File: config.mk
export PLATFORM = sky130hd
export DESIGN_NAME = apb_uart_master
export DESIGN_NICKNAME = d
export VERILOG_FILES = /design/src/rtl/apb_uart_master.sv
export SDC_FILE = /design/constraint.sdc
export NUM_CORES = 1
export LEC_CHECK = 0
export ABC_AREA = 0
export CAP_MARGIN = 25
export CORE_MARGIN = 5
export CORE_UTILIZATION = 30
export CTS_BUF_LIST = sky130_fd_sc_hd__clkbuf_8
export CTS_CLUSTER_DIAMETER = 150
export DETAILED_ROUTE_END_ITERATION = 16
export PLACE_DENSITY = 0.64
export SLEW_MARGIN = 20
export SYNTH_ARGS = -nofsm -noshare
export SYNTH_HDL_FRONTEND = slang
export SYNTH_SLANG_ARGS = --single-unit
File: constraint.sdc
create_clock -name PCLK -period 2 [get_ports PCLK]
set_input_delay 0.6 -clock PCLK [delete_from_list [all_inputs] [get_ports PCLK]]
set_output_delay 0.6 -clock PCLK [all_outputs]
set_load 0.03 [all_outputs]
File: src/rtl/apb_uart_master.sv
// apb_uart_master
// Turns a valid/ready command into one APB3 transfer towards the UART slave
// and hands back read data plus a timeout flag on a valid/ready response.
//
// state  | meaning
// -------+------------------------------------------------------------
// IDLE   | waiting for a command; req_ready high
// SETUP  | APB setup phase (PSEL=1, PENABLE=0), exactly one cycle
// ACCESS | APB access phase, waiting for PREADY or the timeout
// RESP   | response held on rsp_* until rsp_ready
module apb_uart_master #(
    parameter int TIMEOUT = 16,
    parameter int ADDR_W  = 32,
    parameter int DATA_W  = 32
) (
    input  logic              PCLK,
    input  logic              PRESETn,
    input  logic              req_valid,
    output logic              req_ready,
    input  logic              req_write,
    input  logic [ADDR_W-1:0] req_addr,
    input  logic [DATA_W-1:0] req_wdata,
    output logic              rsp_valid,
    input  logic              rsp_ready,
    output logic [DATA_W-1:0] rsp_rdata,
    output logic              rsp_err,
    output logic [ADDR_W-1:0] PADDR,
    output logic              PSEL,
    output logic              PENABLE,
    output logic              PWRITE,
    output logic [DATA_W-1:0] PWDATA,
    input  logic [DATA_W-1:0] PRDATA,
    input  logic              PREADY
);

    localparam logic [1:0] S_IDLE   = 2'd0;
    localparam logic [1:0] S_SETUP  = 2'd1;
    localparam logic [1:0] S_ACCESS = 2'd2;
    localparam logic [1:0] S_RESP   = 2'd3;

    // A zero TIMEOUT still needs a 1-bit counter to keep the logic legal.
    localparam int CNT_W = (TIMEOUT > 0) ? $clog2(TIMEOUT + 1) : 1;
    localparam logic [CNT_W-1:0] CNT_MAX  = CNT_W'(TIMEOUT);
    localparam logic [CNT_W-1:0] CNT_LAST = CNT_W'((TIMEOUT > 0) ? TIMEOUT - 1 : 0);
    localparam logic             TO_EN    = (TIMEOUT != 0);

    logic [1:0]        state_q, state_d;
    logic              psel_q, psel_d;
    logic              penable_q, penable_d;
    logic              pwrite_q, pwrite_d;
    logic [ADDR_W-1:0] paddr_q, paddr_d;
    logic [DATA_W-1:0] pwdata_q, pwdata_d;
    logic              rsp_valid_q, rsp_valid_d;
    logic [DATA_W-1:0] rsp_rdata_q, rsp_rdata_d;
    logic              rsp_err_q, rsp_err_d;
    logic [CNT_W-1:0]  cnt_q, cnt_d;
    logic              timeout_hit;

    // The cycle that would take the counter to TIMEOUT is the last one allowed.
    assign timeout_hit = TO_EN && (cnt_q == CNT_LAST);

    // Next-state and output register computation for the transfer FSM.
    always_comb begin
        state_d     = state_q;
        psel_d      = psel_q;
        penable_d   = penable_q;
        pwrite_d    = pwrite_q;
        paddr_d     = paddr_q;
        pwdata_d    = pwdata_q;
        rsp_valid_d = rsp_valid_q;
        rsp_rdata_d = rsp_rdata_q;
        rsp_err_d   = rsp_err_q;
        cnt_d       = cnt_q;
        case (state_q)
            S_IDLE: begin
                if (req_valid) begin
                    paddr_d   = req_addr;
                    pwrite_d  = req_write;
                    pwdata_d  = req_wdata;
                    psel_d    = 1'b1;
                    penable_d = 1'b0;
                    state_d   = S_SETUP;
                end
            end
            S_SETUP: begin
                penable_d = 1'b1;
                cnt_d     = '0;
                state_d   = S_ACCESS;
            end
            S_ACCESS: begin
                if (PREADY) begin
                    // A completion in the same cycle as the timeout still wins.
                    psel_d      = 1'b0;
                    penable_d   = 1'b0;
                    rsp_rdata_d = pwrite_q ? '0 : PRDATA;
                    rsp_err_d   = 1'b0;
                    rsp_valid_d = 1'b1;
                    state_d     = S_RESP;
                end else begin
                    if (cnt_q != CNT_MAX) begin
                        cnt_d = cnt_q + CNT_W'(1);
                    end
                    if (timeout_hit) begin
                        psel_d      = 1'b0;
                        penable_d   = 1'b0;
                        rsp_rdata_d = '0;
                        rsp_err_d   = 1'b1;
                        rsp_valid_d = 1'b1;
                        state_d     = S_RESP;
                    end
                end
            end
            S_RESP: begin
                if (rsp_ready) begin
                    rsp_valid_d = 1'b0;
                    state_d     = S_IDLE;
                end
            end
            default: begin
                state_d = S_IDLE;
            end
        endcase
    end

    // State and output registers; reset clears the bus strobes immediately.
    always_ff @(posedge PCLK or negedge PRESETn) begin
        if (!PRESETn) begin
            state_q     <= S_IDLE;
            psel_q      <= 1'b0;
            penable_q   <= 1'b0;
            pwrite_q    <= 1'b0;
            paddr_q     <= '0;
            pwdata_q    <= '0;
            rsp_valid_q <= 1'b0;
            rsp_rdata_q <= '0;
            rsp_err_q   <= 1'b0;
            cnt_q       <= '0;
        end else begin
            state_q     <= state_d;
            psel_q      <= psel_d;
            penable_q   <= penable_d;
            pwrite_q    <= pwrite_d;
            paddr_q     <= paddr_d;
            pwdata_q    <= pwdata_d;
            rsp_valid_q <= rsp_valid_d;
            rsp_rdata_q <= rsp_rdata_d;
            rsp_err_q   <= rsp_err_d;
            cnt_q       <= cnt_d;
        end
    end

    assign req_ready = (state_q == S_IDLE);
    assign PSEL      = psel_q;
    assign PENABLE   = penable_q;
    assign PWRITE    = pwrite_q;
    assign PADDR     = paddr_q;
    assign PWDATA    = pwdata_q;
    assign rsp_valid = rsp_valid_q;
    assign rsp_rdata = rsp_rdata_q;
    assign rsp_err   = rsp_err_q;

endmodule

* Yosys cells after proc, flatten, opt, wreduce, memory -nomap -nowiden
Cells that the tools add are included. W data, S select, Z words.
Storage, ports and cells: bits in read-only memories 0, memory bits (writable) 0, logic and storage cells 56, memories 0, latch bits 0, register bits after elaboration 108, output and inout port bits 102, input port bits 102
Operators by class: order comparisons 0, shift operators 0, multiplexer cells 22, reduce and logical (&&, ||, !) cells 13, bitwise gates (word level) 0, $add $sub $neg 1, equality and inequality tests 10, div/mod/pow operators 0, multiply operators 0
Operators with widths (count):
- $mux W32 | 3
- $reduce_and A3 Y1 | 5
- $mux W5 | 2
- $pmux W5 S2 | 1
- $mux W1 | 8
- $mux W2 | 4
- $ne A2 B2 Y1 const B | 4
- $pmux W2 S4 | 1
- $reduce_bool A2 Y1 | 4
- $add A5 B1 Y5 const B | 1
- $eq A5 B4 Y1 const B | 1
- $ne A5 B5 Y1 const B | 1
- $eq A2 B2 Y1 const B | 2
- $pmux W1 S2 | 2
- $reduce_and A2 Y1 | 2
- $ne A3 B3 Y1 const B | 1
- $pmux W1 S3 | 1
- $reduce_bool A3 Y1 | 1
- $eq A2 B1 Y1 const B | 1
- $logic_not A2 Y1 | 1

* Logic depth before layout (Yosys ltp)
word-level depth 4, depth in mapped cells 6

* Worst setup path after synthesis
Ideal clock, no wire load.
kind register to register, start register state_q[0], end register paddr_q[0], in the netlist PADDR[0], data arrival time 1659 ps, slack 216 ps, buffers on the path 2, setup time 125 ps, cell stages (with the launch flop) 7, path through dfrtp_1 inv_1 ha_1 nand2_1 buf_2 buf_2 mux2_2
Between the ends: cells in the longest elaborated chain, start to end 2
RTL lines:
- from (decl) | RTL line 47 | logic [1:0] state_q, state_d;
- from (signal assigned) | RTL line 139 | state_q <= state_d;
- $logic_not A2 Y1
- net req_ready | RTL line 19 | output logic req_ready,
- $reduce_and A2 Y1 (no line)
- to (signal assigned) | RTL line 143 | paddr_q <= paddr_d;
- to (decl) | RTL line 51 | logic [ADDR_W-1:0] paddr_q, paddr_d;
The timed path passes the listed nets, and every way through them passes these cells. A chain may end at the register's enable or synchronous reset.

* Final worst setup path
start register state_q[0], end output req_ready
Between the ends: cells in the longest elaborated chain, start to end 1
RTL lines:
- $logic_not A2 Y1 | RTL line 152 | assign req_ready = (state_q == S_IDLE);
- to (decl) | RTL line 19
No other way between the ends.

==> results <==
- The flow ran to the end, and the final reports show no timing, DRC or antenna violations.
- The first-pass GRT wire length is 17760 um.
- The count of different cell masters after synthesis is 30.
- The number of rows in the core area is 43.
- Signal routing reaches up to met4.
- The routed metal-1 wire length is 4729 um.
- The number of buffers and inverters on the critical path is 2.
- The clock latency reported for the late side of the worst-skew pair is 0.36 ns.
- The clock-pin slew on the worst setup and hold paths is 0.10 ns.
- The setup slack of the worst register-to-register path is 0.14 ns.
- The total core area is between 0.01 and 0.015 mm2.
- The die outline width is between 100 and 150 um.
- The via count of the first global-routing pass is between 3000 and 4000.
- The total power draw is 10.80 mW.
- CTS built an H-tree with a depth of 3.
- The share of synthesized registers carrying an async set or reset is 100.0%.
- The number of antenna violations at the first check in global routing came to 0.
- The number of nets handed over by synthesis was 390.
- For the pin with the worst max-slew slack, the measured transition is 0.4036 ns.
- In this design, the stage delay of the slowest critical-path cell is 0.45 ns.
- The capture point of the worst reg-to-reg path is PENABLE.
- Based on the critical path, the design can be clocked at up to about 520 MHz.
- For this run, the detailed router's first-pass iteration total came to 4.
- The chip height is 128.7 um.
- The wire-length estimate of the detail-placed layout is ~8700 um.
- Counting the buffers created by CTS gives 9.
- For the worst setup path, the data required time is 1.40 ns.
- The count of endpoints failing setup in the final report is 0.
- 0 antenna diodes ended up in the layout.
- In the routed design, unresolved DRC markers number 0.
- For this block, the via count after detailed routing is 3100.
- Compared with the post-synthesis result, the final layout area differs by 56.69%.
- The master cell of the clock root buffer is sky130_fd_sc_hd__clkbuf_8.
- The post-synthesis area per instance is between 15 and 20 um2.
- The family with the most delay on the worst path is flip-flops.
- Across the VDD grid, the largest voltage drop is 1.006 mV.
- Once placement finished, the instance area stood at around 0.0065 mm2.
- Among all stages on the critical path, the largest delay is contributed by sky130_fd_sc_hd__dfrtp_2.
- In the synthesized netlist the dominant register cell turns out to be sky130_fd_sc_hd__dfrtp_1.
- Max-cap violations in this run came to 0.
- Entering global routing, the biggest net connects 55 pins.
- The finished cells cover 0.006626 mm2.
- The CTS tree is yes.
- The leakage power is roughly 3.1 nW.
- The total of buffers placed on input and output ports is 203.
- The most common library cell in the layout ignoring fill and taps is sky130_fd_sc_hd__dfrtp_1.
- The startpoint of the worst setup timing path is state_q[0].
- Pin placement for this block handled 204 I/O pins.
- The number of buffers on the longest clock path is 2.
- The pre-CTS setup slack is -0.003868 ns.
- The signal on the critical path passes through inv_2 -> ha_2 -> buf_4.
- The global-route congestion overflow total is 0.
- The data arrival time of the worst path is between 1 and 1.5 ns.
- For the finished layout, the period the worst path requires is 1.912 ns.
- The worst slew margin relative to its limit is 73.10%.
- After the last flow step, the layout net total stands at 601.
- The number of standard cells after synthesis is 279.
- The kind of end point of the critical path is a primary output.
- Across all setup checks in the final design, the least slack found is 0.08760 ns.
- The number of sinks on the clock net is 108.
- The footprint of the flip-flops and latches is 0.002704 mm2.
- Across every metal layer, demand over resource in global routing totals 13.68%.
- The remaining antenna violation count after routing is 0.
- The synthesized design contains 0 enable-type register cells.
- The post-route clock skew is between 0.007 and 0.008 ns.
- For this block, the initial DRC count from the detailed router was 90.
- The final-report hold violation count is 0.
- In the layout the commonest cells are sky130_fd_sc_hd__dfrtp_1, sky130_fd_sc_hd__dlygate4sd2_1, sky130_fd_sc_hd__clkdlybuf4s50_1, sky130_fd_sc_hd__mux2_2, sky130_fd_sc_hd__a22o_1.
- The met2 wirelength from detailed routing is 5931 um.
- The number of cells on the worst reg-to-reg path is 6.
- The ratio of routed vias to standard cells is 4.599.
- The share of post-route cells with drive strength above 1 is 20.85%.
- The die area is 0.01657 mm2.
- At the end of routability-driven placement, the weighted congestion stood at 0.7808.
- The number of hold buffers added after cts is 0.
- During synthesis, Yosys emitted a total of 0 warnings.
- The fill cell instance count of the final layout is 1254.
- The multi-input combinational cells in the finished layout cover a total of 0.001426 mm2.
- The portion of the post-synthesis area used by sequential elements is between 60% and 70%.
- The post-detailed-routing wire length is 11550 um.
- The worst hold path belongs to the class input pin to async pin.
- After synthesis the netlist holds a flip-flop and latch count of approximately 110.
- STA classifies the critical path startpoint as a flip-flop.
- The startpoint identified for the worst register-to-register timing path is cnt_q[0].
- Summing every instance area after synthesis gives 0.004229 mm2.
- The largest fanout on the critical path is 4.
- The routed length on met3 is 705 um.
- Dividing total power by cell area gives a power density of 1630 mW/mm2.
- Setup repair after global routing left no endpoint under its margin.
- The critical path is of the flip-flop to primary output type.
- The max-slew violation count is 0.
- In the finished design, the share of the clock period the worst path needs comes to 95.62%.
- In the final routed layout, each cell accounts on average for between 15 and 20 um.
- The initial core utilization is 30.59%.
==> cell usage after synthesis, drive strengths merged, types with 3 or more instances <==
cell type	n	area, um2
a21oi	3	15.01
o21ai	7	35.03
a22o	32	280.3
mux2	67	754.5
ha	9	112.6
nor3b	4	40.03
inv	8	30.03
nand2	6	22.52
dfrtp	108	2703
buf	14	77.57
mux2i	4	40.04
==> report_power, final <==
group | leakage, nW | total, mW | internal [mW] | switching [mW]
sequential | 1.32 | 3.76 | 3.24 | 0.522
combinational | 1.68 | 5.76 | 2.34 | 3.42
clock | 0.103 | 1.28 | 0.578 | 0.697
total | 3.10 | 10.8 | 6.16 | 4.64
==> repair_timing <==
| item | 4_1_cts | 5_1_grt |
|---|---|---|
| buffers inserted | 0 | 2 |
| setup endpoints to repair | 102 | 1 |
| cloned | 0 | 0 |
| resized for setup | 103 | 1 |
==> sequential cells by signal, indices dropped and copies added, names as in the netlist <==
| name | cells |
|---|---|
| PSEL | 1 |
| PADDR | 32 |
| state_q | 2 |
| rsp_valid | 1 |
| PWRITE | 1 |
| PWDATA | 32 |
| rsp_err | 1 |
| PENABLE | 1 |
| rsp_rdata | 32 |
| cnt_q | 5 |
==> through the flow <==
stage          util, %  cells  hold WS [ns]   TNS [ns]
6_report         47.92    674        0.1550          0
5_1_grt          47.92    674        0.1573          0
4_1_cts          47.81    672        0.1342          0
3_5_place_dp     47.34    657        0.4813  -0.003868
3_3_place_gp     47.34    657        0.4779          0
2_1_floorplan        -    279        0.3044          0
==> logic make-up after synthesis <==
| group | count (synthesis) | synth area share, % |
|---|---|---|
| AO/OA/AOI/OAI | 46 | 8.550 |
| XOR/XNOR | 1 | 0.2071 |
| adder cells (fa/ha/maj) | 9 | 2.663 |
| buffers and inverters | 23 | 2.633 |
| flip-flops | 108 | 63.91 |
| multiplexers | 71 | 18.79 |
| AND/OR/NAND/NOR | 21 | 3.254 |
==> layer usage <==
layer	GRT usage, %	vias to the layer above
li1	-	1424
met1	16.81	1557
met2	23.14	106
met3	3.528	13
met4	5.188	0
met5	0	-
==> area by class of cell <==
class / instances / share of cell area, %
clock buffer: 13 / 2.700
clock inverter: 2 / 0.1322
inverter: 8 / 0.4532
multi-input combinational: 148 / 21.53
sequential: 108 / 40.80
tap: 180 / 3.399
timing repair buffer: 215 / 30.99
==> worst max-delay path by stage <==
| stage | cells past startpoint | endpoint |
|---|---|---|
| CTS | 3 | req_ready |
| finish | 3 | req_ready |
| global placement | 4 | PADDR[27] |
| global route | 3 | req_ready |
| floorplan | 6 | PADDR[0] |
| detailed placement | 4 | PADDR[28] |
(Power assumes the default switching activity.)
==> patch 1: new RTL, same settings <==
`TIMEOUT`: 16 -> 8.
--- a/src/rtl/apb_uart_master.sv
+++ b/src/rtl/apb_uart_master.sv
@@ -9,7 +9,7 @@
 // ACCESS | APB access phase, waiting for PREADY or the timeout
 // RESP   | response held on rsp_* until rsp_ready
 module apb_uart_master #(
-    parameter int TIMEOUT = 16,
+    parameter int TIMEOUT = 8,
     parameter int ADDR_W  = 32,
     parameter int DATA_W  = 32
 ) (
Check against the original RTL: same outputs for any inputs over 4 cycles, from zero or initial values and one cycle with PRESETn low; that may be too few to reach the edited logic, so the function may still have changed.
==> patch 1 against the unedited design <==
- die area hardly changed
- cell count is 0.45% lower
- total power shrank 3.3%
- routed wire length down 3.6%
- final area shrank 0.55%
- hold slack improved by 54 ps
- synthesized area about the same
- count of clock-buffer cells in the layout down 4
- sequential cell count decreased by 1
- via count fell by 3.2%
- sequential share of layout area down 0.17 points
- setup slack improved by 31 ps
- first-iteration DRC count rose by 2.2%
- highest routed layer unchanged
==> patch 1: results (changes against the unedited design) <==
stage,metric,value,unit,change
outcome,run_status,completed,,
power_and_ir_drop,p_leak,3.08,nW,-0.63%
setup_path,path_max_fanout,5,,+1
grt,maximum_number_of_pins_on_one_net_before_global_route_repair,57,,+3.6%
logic_synthesis,seq_area_frac_synth,63.3,%,-0.63 points
setup_path,timing.rr.end,state_q[1],,
logic_synthesis,synth.top_cells.by_count,"sky130_fd_sc_hd__dfrtp_1 (107), sky130_fd_sc_hd__mux2_2 (66), sky130_fd_sc_hd__a22o_1 (32)",,
finish,final_nets,596,,-0.83%
clocking,cts-buffers-inserted,9,,unchanged
setup_path,critical-path-max-stage-delay,400,ps,-50 ps
clocking,cts.htree.levels,3,,unchanged
logic_synthesis,synth_nets,385,,-1.3%
hold_path,worstHoldPathType,in -> async,,
logic_synthesis,syn_area_per_cell,15.4,µm²,+1.5%
sta,skew,9.69,ps,+2.40 ps
grt,first_global_vias,3305,,-1.1%
place,gp_routability_congestion,0.729,,-6.7%
detailed_routing,avgRoutedWirePerCell,16.6,µm,-3.2%
logic_synthesis,postSynth.asyncResetShare,100,%,unchanged
power_and_ir_drop,worst_ir_drop_vdd,0.839,mV,-17%
detailed_routing,drt_wl_total,11100,µm,-3.6%
clocking,worst_skew_pair.late_latency,380,ps,+20 ps
grt,grt_first_pass_wirelength,17600,µm,-0.97%
detailed_routing,drt-pass1-iter-count,6,,+2
setup_path,worst_reg2reg_setup_slack,240,ps,+100 ps
place,post-place-cells,653,,-0.61%
finish,layout-drive-gt1-share,20.4,%,-0.48 points
clocking,cts.clk_slew.worst_paths,110,ps,
setup_path,cp.arrival,1280,ps,-30 ps
setup_path,crit_reg_reg_startpoint,state_q[1],,
clocking,clockBufferDepth,2,,unchanged
setup_path,critPathSlowestCell,sky130_fd_sc_hd__dfrtp_1,,
logic_synthesis,post_synth_num_cell_types,29,,-3.3%
place,place.detailed.hpwl,8300,µm,-4.3%
detailed_routing,initialDrtViolationCount,92,,+2.2%
grt,grtUsageTotal,13.6,%,-0.13 points
sta,worst_slew_margin_rel,74.9,%,+1.8 points
detailed_routing,route.detailed.vias_per_inst,4.47,,-2.8%
setup_path,ff2ff_path_depth,5,,-1
logic_synthesis,synth.area.top_cells,"sky130_fd_sc_hd__dfrtp_1 (63%), sky130_fd_sc_hd__mux2_2 (18%), sky130_fd_sc_hd__a22o_1 (6.6%)",,
place,detailedPlace.worstSlack,-14.7,ps,-10.8 ps
[patch 1: cell types whose count changed after synthesis, moves of 2 or more]
cell	unedited run	this run
sky130_fd_sc_hd__a21oi_1	3	6
sky130_fd_sc_hd__buf_2	11	4
sky130_fd_sc_hd__buf_6	0	8
sky130_fd_sc_hd__inv_1	8	10
sky130_fd_sc_hd__mux2i_1	4	2
sky130_fd_sc_hd__nand2b_1	1	3
sky130_fd_sc_hd__nor2_1	2	0
sky130_fd_sc_hd__nor3b_1	2	0
sky130_fd_sc_hd__nor3b_2	2	0
sky130_fd_sc_hd__o21ai_0	6	2
[patch 1: per-layer routing]
layer	vias up	part of all wire [%]	global-route usage (%)
li1	1407	-	-
met1	1478	39	15.6
met2	104	52	23.6
met3	11	7.8	5.56
met4	0	1.2	3.09
met5	-	0	0
[patch 1: cell type report]
| class | count | area [µm²] |
|---|---|---|
| clock inverter | 7 | 61.3 |
| timing repair buffer | 214 | 2060 |
| inverter | 10 | 37.5 |
| multi-input combinational | 144 | 1410 |
| sequential | 107 | 2680 |
| clock buffer | 9 | 124 |
| fill | 1254 | 7290 |
| tap | 180 | 225 |
[patch 1: worst max path at each step]
stage / slack, ps / end / start
floorplan: 230 / PADDR[0] / state_q[0]
global placement: 40 / state_q[1] / PREADY
detailed placement: -10 / state_q[1] / PREADY
CTS: 60 / req_ready / state_q[1]
global route: 30 / req_ready / state_q[0]
finish: 120 / req_ready / state_q[0]
[patch 1: stage by stage]
step           power, mW  hold WS [ps]  util, %  cell area, µm²
2_1_floorplan       7.30           304        -            4230
3_3_place_gp        9.83           485     46.9            6500
3_5_place_dp        9.95           491     46.9            6500
4_1_cts             10.6           195     47.4            6580
5_1_grt             11.1           200     47.5            6590
6_report            10.4           209     47.5            6590
[patch 1: kinds of logic (layout without fill, tap and decap cells)]
kind of cell	Yosys count	count (layout)	share of synthesized area [%]
flip-flops	107	107	63.3
multiplexers	69	69	18.3
AO/OA/AOI/OAI	48	48	9.37
buffers and inverters	24	240	3.84
AND/OR/NAND/NOR	18	18	2.63
adder cells (fa/ha/maj)	8	8	2.37
XOR/XNOR	1	1	0.207
[patch 1: report_power, final]
group | internal (mW) | switching (mW) | total [mW] | leakage (nW)
combinational | 2.28 | 3.27 | 5.55 | 1.67
sequential | 3.16 | 0.479 | 3.63 | 1.31
clock | 0.477 | 0.778 | 1.26 | 0.0990
total | 5.91 | 4.53 | 10.4 | 3.08
[patch 1: timing repair]
item | CTS | global route
endpoints found under the setup margin | 102 | 1
resized for setup | 102 | 1
hold buffers | 0 | 0
buffers inserted | 2 | 0
==> patch 2: new RTL, same flow settings <==
Without the edit above. Reset style: synchronous (`PRESETn`), changed in one clocked block.
--- a/src/rtl/apb_uart_master.sv
+++ b/src/rtl/apb_uart_master.sv
@@ -123,7 +123,7 @@
     end
 
     // State and output registers; reset clears the bus strobes immediately.
-    always_ff @(posedge PCLK or negedge PRESETn) begin
+    always_ff @(posedge PCLK) begin
         if (!PRESETn) begin
             state_q     <= S_IDLE;
             psel_q      <= 1'b0;
Check against the original RTL: differs if PRESETn is asserted again (counterexample within 4 cycles, from zero or initial values and one cycle with PRESETn low); with PRESETn held inactive, the same outputs for 4 cycles.
==> patch 2 against the unedited design <==
- sequential cell count is the same
- first-iteration DRC count rose by 59%
- global-route usage is 0.63 points higher
- routed wire length is 0.33% lower
- synthesized area down 5.2%
- via count increased by 23%
- cell count increased by 24%
- clock skew rose by 2.3 ps
- final area is 4.5% lower
- synthesized cell count is 66% higher
- setup slack better by 32 ps
- highest routed layer unchanged
Power is not compared: it rests on default switching activity, and its combinational part moved more than twofold at a synthesized area within 25%.
==> patch 2: results (changes against the unedited design) <==
stage,metric,value,unit,change
place,detailedPlace.worstSlack,-14.5,ps,-10.6 ps
detailed_routing,avgRoutedWirePerCell,13.8,µm,-19%
detailed_routing,route.met2.wl,5380,µm,-9.4%
finish,post_layout_nonfiller_instances,834,,+24%
logic_synthesis,synth.top_cells.by_count,"sky130_fd_sc_hd__nand2_1 (141), sky130_fd_sc_hd__dfxtp_1 (108), sky130_fd_sc_hd__a21oi_1 (66)",,
logic_synthesis,synth.area.top_cells,"sky130_fd_sc_hd__dfxtp_1 (54%), sky130_fd_sc_hd__nand2_1 (13%), sky130_fd_sc_hd__a21oi_1 (8.2%)",,
place,placedInstanceArea,6250,µm²,-4.5%
grt,grtUsageTotal,14.3,%,+0.63 points
place,gp_routability_congestion,0.784,,+0.45%
place,place.detailed.hpwl,8400,µm,-3.2%
detailed_routing,initialDrtViolationCount,143,,+59%
logic_synthesis,synth_nets,573,,+47%
hold_path,worstHoldPathType,reg -> reg,,
sta,timing_worst_slew_pin_value,358,ps,-46.0 ps
logic_synthesis,dominantRegCellSynth,sky130_fd_sc_hd__dfxtp_1,,
place,post-place-cells,818,,+25%
finish,layout-drive-gt1-share,6.38,%,-14 points
grt,first_global_vias,3888,,+16%
grt,grt_first_pass_wirelength,18700,µm,+5.6%
logic_synthesis,seq_area_frac_synth,53.9,%,-10 points
grt,maximum_number_of_pins_on_one_net_before_global_route_repair,53,,-3.6%
sta,skew,9.63,ps,+2.34 ps
logic_synthesis,synth_cells,463,,+66%
detailed_routing,via_count,3808,,+23%
setup_path,cp.arrival,1280,ps,-30 ps
logic_synthesis,leading_cell_type_by_number_of_instances_after_synthesis,sky130_fd_sc_hd__nand2_1,,
outcome,run_status,completed,,
detailed_routing,wl_met1,4850,µm,+2.5%
patch 2: routing by layer:
layer | GRT usage (%) | vias up
met2 | 23.5 | 143
li1 | - | 1909
met3 | 6.05 | 12
met4 | 4.97 | 0
met5 | 0 | -
met1 | 16.9 | 1744
patch 2: report_power, final:
group / internal [mW] / total [mW] / switching (mW)
sequential: 2.50 / 2.69 / 0.182
clock: 0.603 / 1.30 / 0.694
combinational: 1.07 / 2.78 / 1.71
patch 2: metrics by stage:
stage	setup TNS [ps]	hold WS, ps	util [%]
floorplan	0	447	-
global placement	0	441	47.4
CTS	0	457	48.0
global route	0	473	48.0
finish	0	453	48.0
detailed placement	-14.5	446	47.4
patch 2: worst paths after layout:
kind	start	endpoint	slack, ps	cells after the start
max reg2reg	cnt_q[0]	rsp_rdata[16]	300	7
max	state_q[0]	req_ready	120	3
min reg2reg	PWDATA[17]	PWDATA[17]	450	2
min	PWDATA[17]	PWDATA[17]	450	2
patch 2: layout make-up:
type,instances,area [µm²]
Fill cell,1296,6860
Sequential cell,108,2160
Timing Repair Buffer,213,2090
Multi-Input combinational cell,314,1640
Tap cell,176,220
Clock buffer,10,138
Clock inverter,6,57.6
Inverter,7,26.3
patch 2: repair_timing:
item / 4_1_cts / 5_1_grt
resized for setup: 100 / 2
setup endpoints to repair: 100 / 2
endpoints found under the hold margin: 0 / 0
patch 2: kinds of logic after synthesis:
logic type,synth area share (%)
AND/OR/NAND/NOR,19.3
flip-flops,53.9
AO/OA/AOI/OAI,17.3
buffers and inverters,5.43
adder cells (fa/ha/maj),2.50
multiplexers,1.50
patch 2: worst reg2reg max path: stages (launching register included):
cell and delay (ps):
sky130_fd_sc_hd__dfxtp_1 350, sky130_fd_sc_hd__ha_1 230, sky130_fd_sc_hd__and3_1 190, sky130_fd_sc_hd__ha_1 220, sky130_fd_sc_hd__o21ai_2 200, sky130_fd_sc_hd__buf_12 230
sky130_fd_sc_hd__a22oi_1 110, sky130_fd_sc_hd__nor2_1 110
